File: src/rtl/obs_motion.sv
`default_nettype none
// ============================================================================
// obs_motion : scrolls the obstacle left once per frame, retires it at the
//              left edge and respawns it after an LFSR-randomised frame gap.
//              Optional build macro OBS_SPEEDUP_EN: +1 bonus speed per 8 passes.
// Rev 1.0
// ============================================================================
module obs_motion #(
  parameter int unsigned CONV      = 0,
  parameter int unsigned SPAWN_X   = 656,
  parameter int unsigned MIN_GAP   = 20,
  parameter logic [7:0]  LFSR_SEED = 8'hA5
) (
  input  logic          clk,
  input  logic          rst_n,
  input  logic          i_frame_tick,
  input  logic          i_run,
  input  logic          i_restart,
  input  logic [3:0]    i_speed,
  output logic [9:CONV] o_xpos,
  output logic          o_active,
  output logic          o_passed
);

  localparam int W  = 10 - CONV;
  localparam int GW = $clog2(MIN_GAP + 16);

  typedef enum logic [1:0] {
    S_IDLE = 2'd0,
    S_WAIT = 2'd1,
    S_MOVE = 2'd2
  } state_t;

  state_t          state_q;
  logic [W-1:0]    xpos_q;
  logic            active_q;
  logic            passed_q;
  logic [GW-1:0]   gap_q;
  logic [7:0]      lfsr_q;
  logic [7:0]      lfsr_d;
  logic [GW-1:0]   gap_load;
  logic [W-1:0]    step;

`ifdef OBS_SPEEDUP_EN
  logic [2:0]      bonus_q;
  logic [2:0]      pcnt_q;
  logic [4:0]      spd_eff;
  assign spd_eff = {1'b0, i_speed} + {2'b00, bonus_q};
`else
  logic [3:0]      spd_eff;
  assign spd_eff = i_speed;
`endif

  // Taps for x^8+x^6+x^5+x^4+1
  assign lfsr_d   = {lfsr_q[6:0], lfsr_q[7] ^ lfsr_q[5] ^ lfsr_q[4] ^ lfsr_q[3]};
  assign gap_load = GW'(MIN_GAP) + GW'(lfsr_q[3:0]);
  assign step     = W'(spd_eff);

  always_ff @(posedge clk or negedge rst_n) begin
    if (!rst_n) begin
      state_q  <= S_IDLE;
      xpos_q   <= '0;
      active_q <= 1'b0;
      passed_q <= 1'b0;
      gap_q    <= '0;
      lfsr_q   <= LFSR_SEED;
`ifdef OBS_SPEEDUP_EN
      bonus_q  <= '0;
      pcnt_q   <= '0;
`endif
    end else begin
      lfsr_q   <= lfsr_d;
      passed_q <= 1'b0;
      if (i_restart) begin
        state_q  <= S_IDLE;
        xpos_q   <= '0;
        active_q <= 1'b0;
        gap_q    <= '0;
`ifdef OBS_SPEEDUP_EN
        bonus_q  <= '0;
        pcnt_q   <= '0;
`endif
      end else if (i_frame_tick && i_run) begin
        case (state_q)
          S_IDLE: begin
            gap_q   <= gap_load;
            state_q <= S_WAIT;
          end
          S_WAIT: begin
            if (gap_q == '0) begin
              xpos_q   <= W'(SPAWN_X);
              active_q <= 1'b1;
              state_q  <= S_MOVE;
            end else begin
              gap_q <= gap_q - 1'b1;
            end
          end
          S_MOVE: begin
            // Retire when the step would reach or cross zero; no underflow.
            if (xpos_q > step) begin
              xpos_q <= xpos_q - step;
            end else begin
              xpos_q   <= '0;
              active_q <= 1'b0;
              passed_q <= 1'b1;
              gap_q    <= gap_load;
              state_q  <= S_WAIT;
`ifdef OBS_SPEEDUP_EN
              pcnt_q   <= pcnt_q + 1'b1;
              if (pcnt_q == 3'd7 && bonus_q != 3'd7) begin
                bonus_q <= bonus_q + 1'b1;
              end
`endif
            end
          end
          default: state_q <= S_IDLE;
        endcase
      end
    end
  end

  assign o_xpos   = xpos_q;
  assign o_active = active_q;
  assign o_passed = passed_q;

endmodule
`default_nettype wire

File: config.mk
export PLATFORM = sky130hd
export DESIGN_NAME = obs_motion
export DESIGN_NICKNAME = d
export VERILOG_FILES = /design/src/rtl/obs_motion.sv
export SDC_FILE = /design/constraint.sdc
export NUM_CORES = 1
export LEC_CHECK = 0
export ABC_AREA = 1
export CORE_MARGIN = 3
export CORE_UTILIZATION = 50
export DETAILED_ROUTE_END_ITERATION = 12
export HOLD_SLACK_MARGIN = 0.15
export PLACE_DENSITY = 0.73
export SLEW_MARGIN = 20
export SYNTH_ARGS = -nofsm -noshare
export SYNTH_HDL_FRONTEND = slang
export SYNTH_SLANG_ARGS = --single-unit
File: constraint.sdc
create_clock -name clk -period 2.45 [get_ports clk]
set_clock_uncertainty 0.15 [all_clocks]
set_input_delay 0.49 -clock clk [delete_from_list [all_inputs] [get_ports clk]]
set_output_delay 0.49 -clock clk [all_outputs]
set_load 0.005 [all_outputs]
Word-level counts from Yosys, hierarchy flattened
Cells that the tools add are included.

word-level totals
  output and inout port bits = 12
  register bits = 28
  logic and storage cells = 52
  bits of input ports = 9

operators by class
  add/sub/neg operators = 3
  multiplexer cells = 24
  bitwise operators = 3
  reductions and logical operators = 10
  equal/unequal tests = 5
  $lt $le $gt $ge = 1

operators with widths
  cell                                                 number
  two-way mux 10 bit                                   4
  two-way mux 6 bit                                    4
  one-hot mux 10 bit (2 select lines)                  1
  one-hot mux 6 bit (3 select lines)                   1
  > comparator 10 x 4 -> 1 bit                         1
  subtractor 10 x 4 -> 10 bit                          1
  != test 3 bit, second input constant                 3
  two-way mux 1 bit                                    8
  two-way mux 2 bit                                    4
  AND reduction 4 bit                                  2
  adder 5 x 4 -> 6 bit, first input constant           1
  logical NOT 6 bit                                    1
  one-hot mux 2 bit (3 select lines)                   1
  AND reduction 3 bit                                  2
  subtractor 6 x 1 -> 6 bit, second input constant     1
  nonzero test 4 bit                                   1
  nonzero test 3 bit                                   1
  XOR 1 bit                                            3
  equality test 2 x 1 -> 1 bit, second input constant  1
  equality test 2 bit, second input constant           1
  logical NOT 2 bit                                    1
  one-hot mux 1 bit (2 select lines)                   1
  nonzero test 2 bit                                   1
  logical AND 1 bit                                    1

Depth between registers and ports, before layout
Gate-level depths: netlist of run 1.

  word-level depth = 5
  depth in mapped cells = 13
  gate-level depth less buffers = 13

Worst setup path before layout of run 1
OpenSTA, ideal clock, no wires.

  path kind = input-to-reg
  start = input port i_speed[0]
  end = register gap_q[2]
  arrival time = 1.869 ns
  required time = 2.224 ns
  path slack = 0.354 ns
  library setup time = 0.076 ns
  cell stages on the path = 12
  path buffers = 1
  cells stage by stage = ha_1 > fa_1 > inv_1 > nand2_1 > nand2_1 > nand3_1 > nand2_1 > nand3_2 > nand2_2 > buf_6 > nand2_1 > o21ai_1

between the ends
  cells in the longest elaborated chain, start to end = 3

ends and longest elaborated chain
  item                           line  RTL
  from (decl)                    19    input logic [3:0] i_speed,
  > comparator 10 x 4 -> 1 bit   100   if (xpos_q > step) begin
  != test 3 bit (no line)        -
  AND reduction 4 bit (no line)  -
  to (signal assigned)           86    gap_q <= gap_load;
  to (signal assigned)           95    gap_q <= gap_q - 1'b1;
  to (signal assigned)           106   gap_q <= gap_load;
  to (decl)                      38    logic [GW-1:0] gap_q;

Every way passes these cells.
A chain may end at the register's enable or synchronous reset.

Worst setup path after layout of run 1
  start = input port i_speed[0]
  end = register xpos_q[4], in the netlist o_xpos[4]

between the ends
  cells in the longest elaborated chain, start to end = 5
  elaborated cells between the ends (all ways) = 6

ends and longest elaborated chain
  item                                                                         line      RTL
  subtractor 10 x 4 -> 10 bit or > comparator 10 x 4 -> 1 bit (tied branches)  101, 100
  two-way mux 10 bit (*)                                                       100
  one-hot mux 10 bit (2 select lines) (*)                                      84        case (state_q)
  two-way mux 10 bit (*)                                                       83        end else if (i_frame_tick && i_run) begin
  two-way mux 10 bit (*)                                                       74        if (i_restart) begin
  to (signal assigned)                                                         91        xpos_q <= W'(SPAWN_X);
  to (signal assigned)                                                         101       xpos_q <= xpos_q - step;
  to (decl)                                                                    35        logic [W-1:0] xpos_q;

Mark *: on every way between the ends. The rest lies on a longest branch, timed or not. The select of a mux whose other input is x is not followed.

==> flow_metrics.env, run 1 <==
export IMPL_worstSetupStartpoint="i_speed[0]"
export IMPL_path_clk_slew_ps=150
export IMPL_cts_resized_gates=0
export IMPL_multi_input_area_um2=856
export IMPL_fillers=306
export IMPL_clockRootBuffer="clkbuf_4"
export IMPL_h_tree_depth=1
export IMPL_r2r_start="o_xpos[0]"
export IMPL_drc=0
export IMPL_period_needed_ps=2260
export IMPL_antenna_cells=0
export IMPL_overflow=0
export IMPL_post_route_worst_setup_slack_ps=185
export IMPL_ys_seq_elements=28
export IMPL_yosysUniqueCellTypes=31
export IMPL_p_leak_nw=1.05
export IMPL_synthesis_instances=227
export IMPL_synth_top_area_share_pct=35.3
export IMPL_cp_depth=11
export IMPL_timing_rr_end="o_xpos[4]"
export IMPL_met1_usage_pct=24.6
export IMPL_grt_use_total_pct=19.7
export IMPL_start_util_pct=53.9
export IMPL_synth_edf_count=0
export IMPL_grt_max_degree=29
export IMPL_path_max_fanout=3
export IMPL_cts_tree="built"
export IMPL_crit_type="input port to flip-flop"
export IMPL_post_place_ws_ps=-156
export IMPL_setup_viol=0
export IMPL_cts_buffer_depth=2
export IMPL_firstDrtPassIters=5
export IMPL_critPathMaxStageDelay_ps=400
export IMPL_worstMarginPinSlew_ps=360
export IMPL_place_hpwl_um=2710
export IMPL_hold_class="flip-flop to flip-flop"
export IMPL_setup_tns_ps=0
export IMPL_numCtsBuffers=3
export IMPL_synth_ff_type="dfrtp_1"
export IMPL_grt_pass1_vias=1558
export IMPL_layout_cells_non_filler=306
export IMPL_cts_sinks=28
export IMPL_synth_area_leaders="dfrtp_1 (35%), nand2_1 (15%), dfstp_2 (6.2%), inv_1 (5.7%), nor2_1 (5.3%)"
export IMPL_seq_area_frac_synth_pct=41.5
export IMPL_drv_cap=0
export IMPL_antenna_left=0
export IMPL_drtIter0Drc=52
export IMPL_period_share_pct=92.4
export IMPL_regArea_um2=706
export IMPL_power_mw=1.94
export IMPL_viasPerCell=4.93
export IMPL_critical_path_cell_chain="clkdlybuf4s50_1 > ha_1 > fa_1 > inv_1 > nand2_1 > nand2_1 > nand3_1 > buf_4 > a21oi_1 > o21ai_0 > a21oi_1"
export IMPL_report_final_slew_viol_count=0
export IMPL_startpoint_type="input port"
export IMPL_die_area_um2=4140
export IMPL_nets=280
export IMPL_rsz0062_at_grt="no"
export IMPL_post_cts_repair_setup_buffers=0
export IMPL_grt_pass1_wl_um=6470
export IMPL_fmax_ghz=0.442
export IMPL_netlist_area_um2=1700
export IMPL_rows=20
export IMPL_required_ps=2570
export IMPL_crit_slowest_cell="clkdlybuf4s50_1"
export IMPL_syn_avg_cell_area_um2=7.49
export IMPL_io_buffers=20
export IMPL_synthArstFlopShare_pct=100
export IMPL_yosys_warnings=0
export IMPL_dp_cells=302
export IMPL_yosys_area_top_type="dfrtp_1"
export IMPL_peakVddDrop_mv=0.439
export IMPL_die_w_um=64.3
export IMPL_use_met2_pct=34.3
export IMPL_holdCritStartpoint="lfsr_q[6]"
export IMPL_gp_congestion=0.861
export IMPL_vias=1508
export IMPL_use_met3_pct=3.34
export IMPL_reg2reg_depth=11
export IMPL_relSlewSlack_pct=76.0
export IMPL_endpoint="o_xpos[4]"
export IMPL_areaGrowthSynthToFinish_pct=22.5
export IMPL_crit_family="buffers and inverters"
export IMPL_finalHoldViolCount=0
export IMPL_cp_arrival_ps=2380
export IMPL_cts_hold_buf=0
export IMPL_hold_slack_ps=221
export IMPL_r2r_slack_ps=330
export IMPL_status="finished clean"
export IMPL_cp_end_kind="flip-flop"
export IMPL_synthesis_nets=244
export IMPL_power_density_nw_per_um2=932
export IMPL_crit_buf_inv=3
export IMPL_clock_latency_ps=330
export IMPL_ioPinCount=21
export IMPL_die_h_um=64.3
export IMPL_antenna_found_initial=0
export IMPL_wl_per_cell_um=11.5
export IMPL_grt_busiest_layer="met2"
export IMPL_core_area_um2=3150
export IMPL_drt_total_wl_um=3510
export IMPL_drive_above_1_share_pct=13.4
## logic make-up after synthesis
kind of cell	count (synthesis)	share of synthesized area, %
and+or+nand+nor	123	31.7
buffers and inverters	33	8.17
adders and majority gates	8	6.33
xor gates and xnor gates	5	2.58
DFF	28	41.5
AOI/OAI and AO/OA	30	9.71
## synth_stat cells, drive strengths merged, types with 2 or more instances
cell / instances
dfrtp: 24
nand2: 70
inv: 31
xor2: 3
ha: 7
a21oi: 10
or2: 5
dfstp: 4
a21boi: 2
nor2: 26
o22ai: 3
nand3: 19
xnor2: 2
o21ai: 13
buf: 2
## power breakdown
part | internal (mW) | switching (mW)
clock | 0.166 | 0.138
sequential | 0.571 | 0.124
combinational | 0.416 | 0.528
total | 1.15 | 0.790
## routing by layer
metal  up-vias  share of wire, %
met1       684                46
met2        29                50
li1        791                 -
met3         4               2.8
met5         -                 0
met4         0              0.57
## sequential cells by signal, indices dropped and copies added (netlist names)
name,flops
o_xpos,10
lfsr_q,8
gap_q,6
state_q,2
o_active,1
o_passed,1
## how the worst min path moves through the flow
stage	endpoint	slack [ps]	cells after the start
floorplan	gap_q[0]	40	0
global placement	lfsr_q[7]	190	0
detailed placement	lfsr_q[7]	200	0
CTS	lfsr_q[7]	220	0
global route	lfsr_q[7]	230	0
finish	lfsr_q[7]	220	0
## per-stage QoR
stage | instance area, µm² | utilization [%]
finish | 2080 | 66.1
global route | 2080 | 66.1
CTS | 2080 | 66.1
detailed placement | 2030 | 64.4
global placement | 2030 | 64.4
floorplan | 1700 | -
## cell usage in the layout (no fill, tap or decap), drive strengths merged, types with 2 or more instances in the layout
| cell | netlist | routed |
|---|---|---|
| nand2 | 70 | 70 |
| inv | 31 | 31 |
| nor2 | 26 | 26 |
| dfrtp | 24 | 24 |
| clkdlybuf4s50 | 0 | 20 |
| nand3 | 19 | 19 |
| buf | 2 | 13 |
| o21ai | 13 | 13 |
| a21oi | 10 | 10 |
| ha | 7 | 7 |
| or2 | 5 | 5 |
| dfstp | 4 | 4 |
| xor2 | 3 | 3 |
| o22ai | 3 | 3 |
| clkbuf | 0 | 3 |
| xnor2 | 2 | 2 |
| a21boi | 2 | 2 |
## final cells by class
type / instances / share of cell area, %
multi-input combinational: 166 / 41.1
clock inverter: 1 / 1.44
timing repair buffer: 33 / 14.3
clock buffer: 3 / 1.08
tap: 44 / 2.64
inverter: 31 / 5.59
sequential: 28 / 33.9
No activity file was read; power rests on OpenSTA's default activity.
==> run 2: changes to the inputs <==
--- a/config.mk
+++ b/config.mk
@@ -8,8 +8,10 @@
 export ABC_AREA = 1
 export CORE_MARGIN = 3
 export CORE_UTILIZATION = 50
+export CTS_BUF_LIST = sky130_fd_sc_hd__clkbuf_8
 export DETAILED_ROUTE_END_ITERATION = 12
 export HOLD_SLACK_MARGIN = 0.15
+export MAX_ROUTING_LAYER = met4
 export PLACE_DENSITY = 0.73
 export SLEW_MARGIN = 20
 export SYNTH_ARGS = -nofsm -noshare
==> run 2 against run 1 <==
  * Non-clock buffer count did not move
  * Sequential power barely moved
  * Hold slack got worse by 0.99 ps
  * Critical endpoint is now state_q[1]
  * Die area did not move
  * Maximum frequency fell by 0.96%
==> flow_metrics.env, run 2 (synthesis results as in run 1) <==
export IMPL_status="finished clean"
export IMPL_cts_buffer_depth=2
export IMPL_drt_total_wl_um=3510
export IMPL_areaGrowthSynthToFinish_pct=24.1
export IMPL_setup_tns_ps=0
export IMPL_clockRootBuffer="clkbuf_8"
export IMPL_antenna_cells=0
export IMPL_path_max_fanout=4
export IMPL_required_ps=2480
export IMPL_peakVddDrop_mv=0.459
export IMPL_drive_above_1_share_pct=13.7
export IMPL_drc=0
export IMPL_layout_cells_non_filler=306
export IMPL_report_final_slew_viol_count=0
export IMPL_gp_congestion=0.896
export IMPL_p_leak_nw=1.06
export IMPL_rsz0062_at_grt="no"
export IMPL_antenna_found_initial=0
export IMPL_crit_slowest_cell="clkdlybuf4s50_1"
export IMPL_post_cts_repair_setup_buffers=0
export IMPL_vias=1480
export IMPL_ioPinCount=21
export IMPL_period_needed_ps=2290
export IMPL_grt_max_degree=29
export IMPL_grt_pass1_vias=1431
export IMPL_cp_end_kind="flip-flop"
export IMPL_finalHoldViolCount=0
export IMPL_cts_sinks=28
export IMPL_relSlewSlack_pct=76.4
export IMPL_clock_latency_ps=280
export IMPL_critical_path_cell_chain="clkdlybuf4s50_1 > ha_1 > fa_1 > inv_1 > nand2_1 > nand2_1 > nand3_1 > nand2_1 > nand3_2 > buf_4 > nand3_1 > nand2_1"
export IMPL_drtIter0Drc=56
export IMPL_crit_type="input port to flip-flop"
export IMPL_drv_cap=0
export IMPL_fmax_ghz=0.437
export IMPL_crit_family="buffers and inverters"
export IMPL_viasPerCell=4.84
export IMPL_cp_arrival_ps=2310
export IMPL_mostFrequentLayoutCells="nand2_1 (66), inv_1 (26), nor2_1 (24), dfrtp_1 (24), clkdlybuf4s50_1 (20)"
export IMPL_grt_use_total_pct=19.1
export IMPL_cts_tree="built"
export IMPL_largest_register_ffs=10
export IMPL_dp_cells=302
export IMPL_wl_per_cell_um=11.5
export IMPL_io_buffers=20
export IMPL_overflow=0
export IMPL_hold_class="flip-flop to flip-flop"
export IMPL_grt_pass1_wl_um=6110
export IMPL_die_w_um=64.3
export IMPL_power_density_nw_per_um2=955
export IMPL_rows=20
export IMPL_nets=280
export IMPL_worstMarginPinSlew_ps=354
export IMPL_post_place_ws_ps=-168
export IMPL_place_hpwl_um=2670
export IMPL_startpoint_type="input port"
export IMPL_power_mw=2.02
export IMPL_crit_buf_inv=3
export IMPL_die_area_um2=4140
export IMPL_h_tree_depth=1
export IMPL_cpMostUsedCell="nand2_1"
export IMPL_numCtsBuffers=3
export IMPL_die_h_um=64.3
export IMPL_setup_viol=0
export IMPL_post_route_worst_setup_slack_ps=163
export IMPL_critPathMaxStageDelay_ps=410
export IMPL_period_share_pct=93.3
export IMPL_path_clk_slew_ps=100
export IMPL_antenna_left=0
export IMPL_firstDrtPassIters=4
export IMPL_start_util_pct=53.9
export IMPL_core_area_um2=3150
export IMPL_final_common_cell="nand2_1"
run 2: changes by cell type in the layout (fill, tap and decap cells not counted):
| cell | delta |
|---|---|
| nand2_2 | -1 |
| a21oi_1 | -1 |
| a21oi_2 | +1 |
| nand2_4 | +1 |
| clkbuf_8 | +3 |
| clkbuf_4 | -3 |
run 2: final cells by class:
class / count / area (µm²)
Fill cell: 297 / 1040
Multi-Input combinational cell: 166 / 865
Sequential cell: 28 / 706
Timing Repair Buffer: 33 / 298
Inverter: 31 / 116
Tap cell: 44 / 55.1
Clock buffer: 3 / 41.3
Clock inverter: 1 / 30.0
run 2: final timing paths:
check                      startpoint    endpoint  slack [ps]  depth (start not counted)
min                         lfsr_q[6]   lfsr_q[7]         220                          0
min in group asynchronous       rst_n   o_xpos[9]         440                          2
max reg2reg                 o_xpos[0]  state_q[1]         400                         12
max                        i_speed[0]  state_q[1]         160                         12
min reg2reg                 lfsr_q[6]   lfsr_q[7]         220                          0
max in group asynchronous       rst_n   lfsr_q[7]        1410                          2
run 2: per-stage QoR:
step	utilization [%]	instance area, µm²	hold WS, ps
2_1_floorplan	-	1700	44.4
6_report	66.9	2110	220
3_5_place_dp	64.4	2030	190
5_1_grt	66.9	2110	229
4_1_cts	66.7	2100	223
3_3_place_gp	64.4	2030	186
run 2: per-layer routing:
layer	up-vias	GRT usage [%]	wire, µm
met2	20	32.7	1740
li1	796	-	-
met4	0	6.86	53
met3	5	2.46	86
met5	-	-	0
met1	659	23.0	1630
run 2: power breakdown:
part	leakage (nW)	switching, mW	internal [mW]	total, mW
Clock	0.0357	0.147	0.219	0.366
Sequential	0.359	0.126	0.571	0.697
Combinational	0.667	0.535	0.417	0.952
run 2: worst reg2reg max path: stages, from the launching register on:
cell	delay, ps
dfrtp_1	350
inv_1	60
ha_1	200
fa_1	350
inv_1	80
nand2_1	70
nand2_1	60
nand3_1	90
nand2_1	100
nand3_2	130
buf_4	170
nand3_1	90
nand2_1	60
run 2: timing repair:
action                                  4_1_cts  5_1_grt
hold buffers                                  0        0
resized for setup                             0        2
endpoints found under the setup margin        0        2
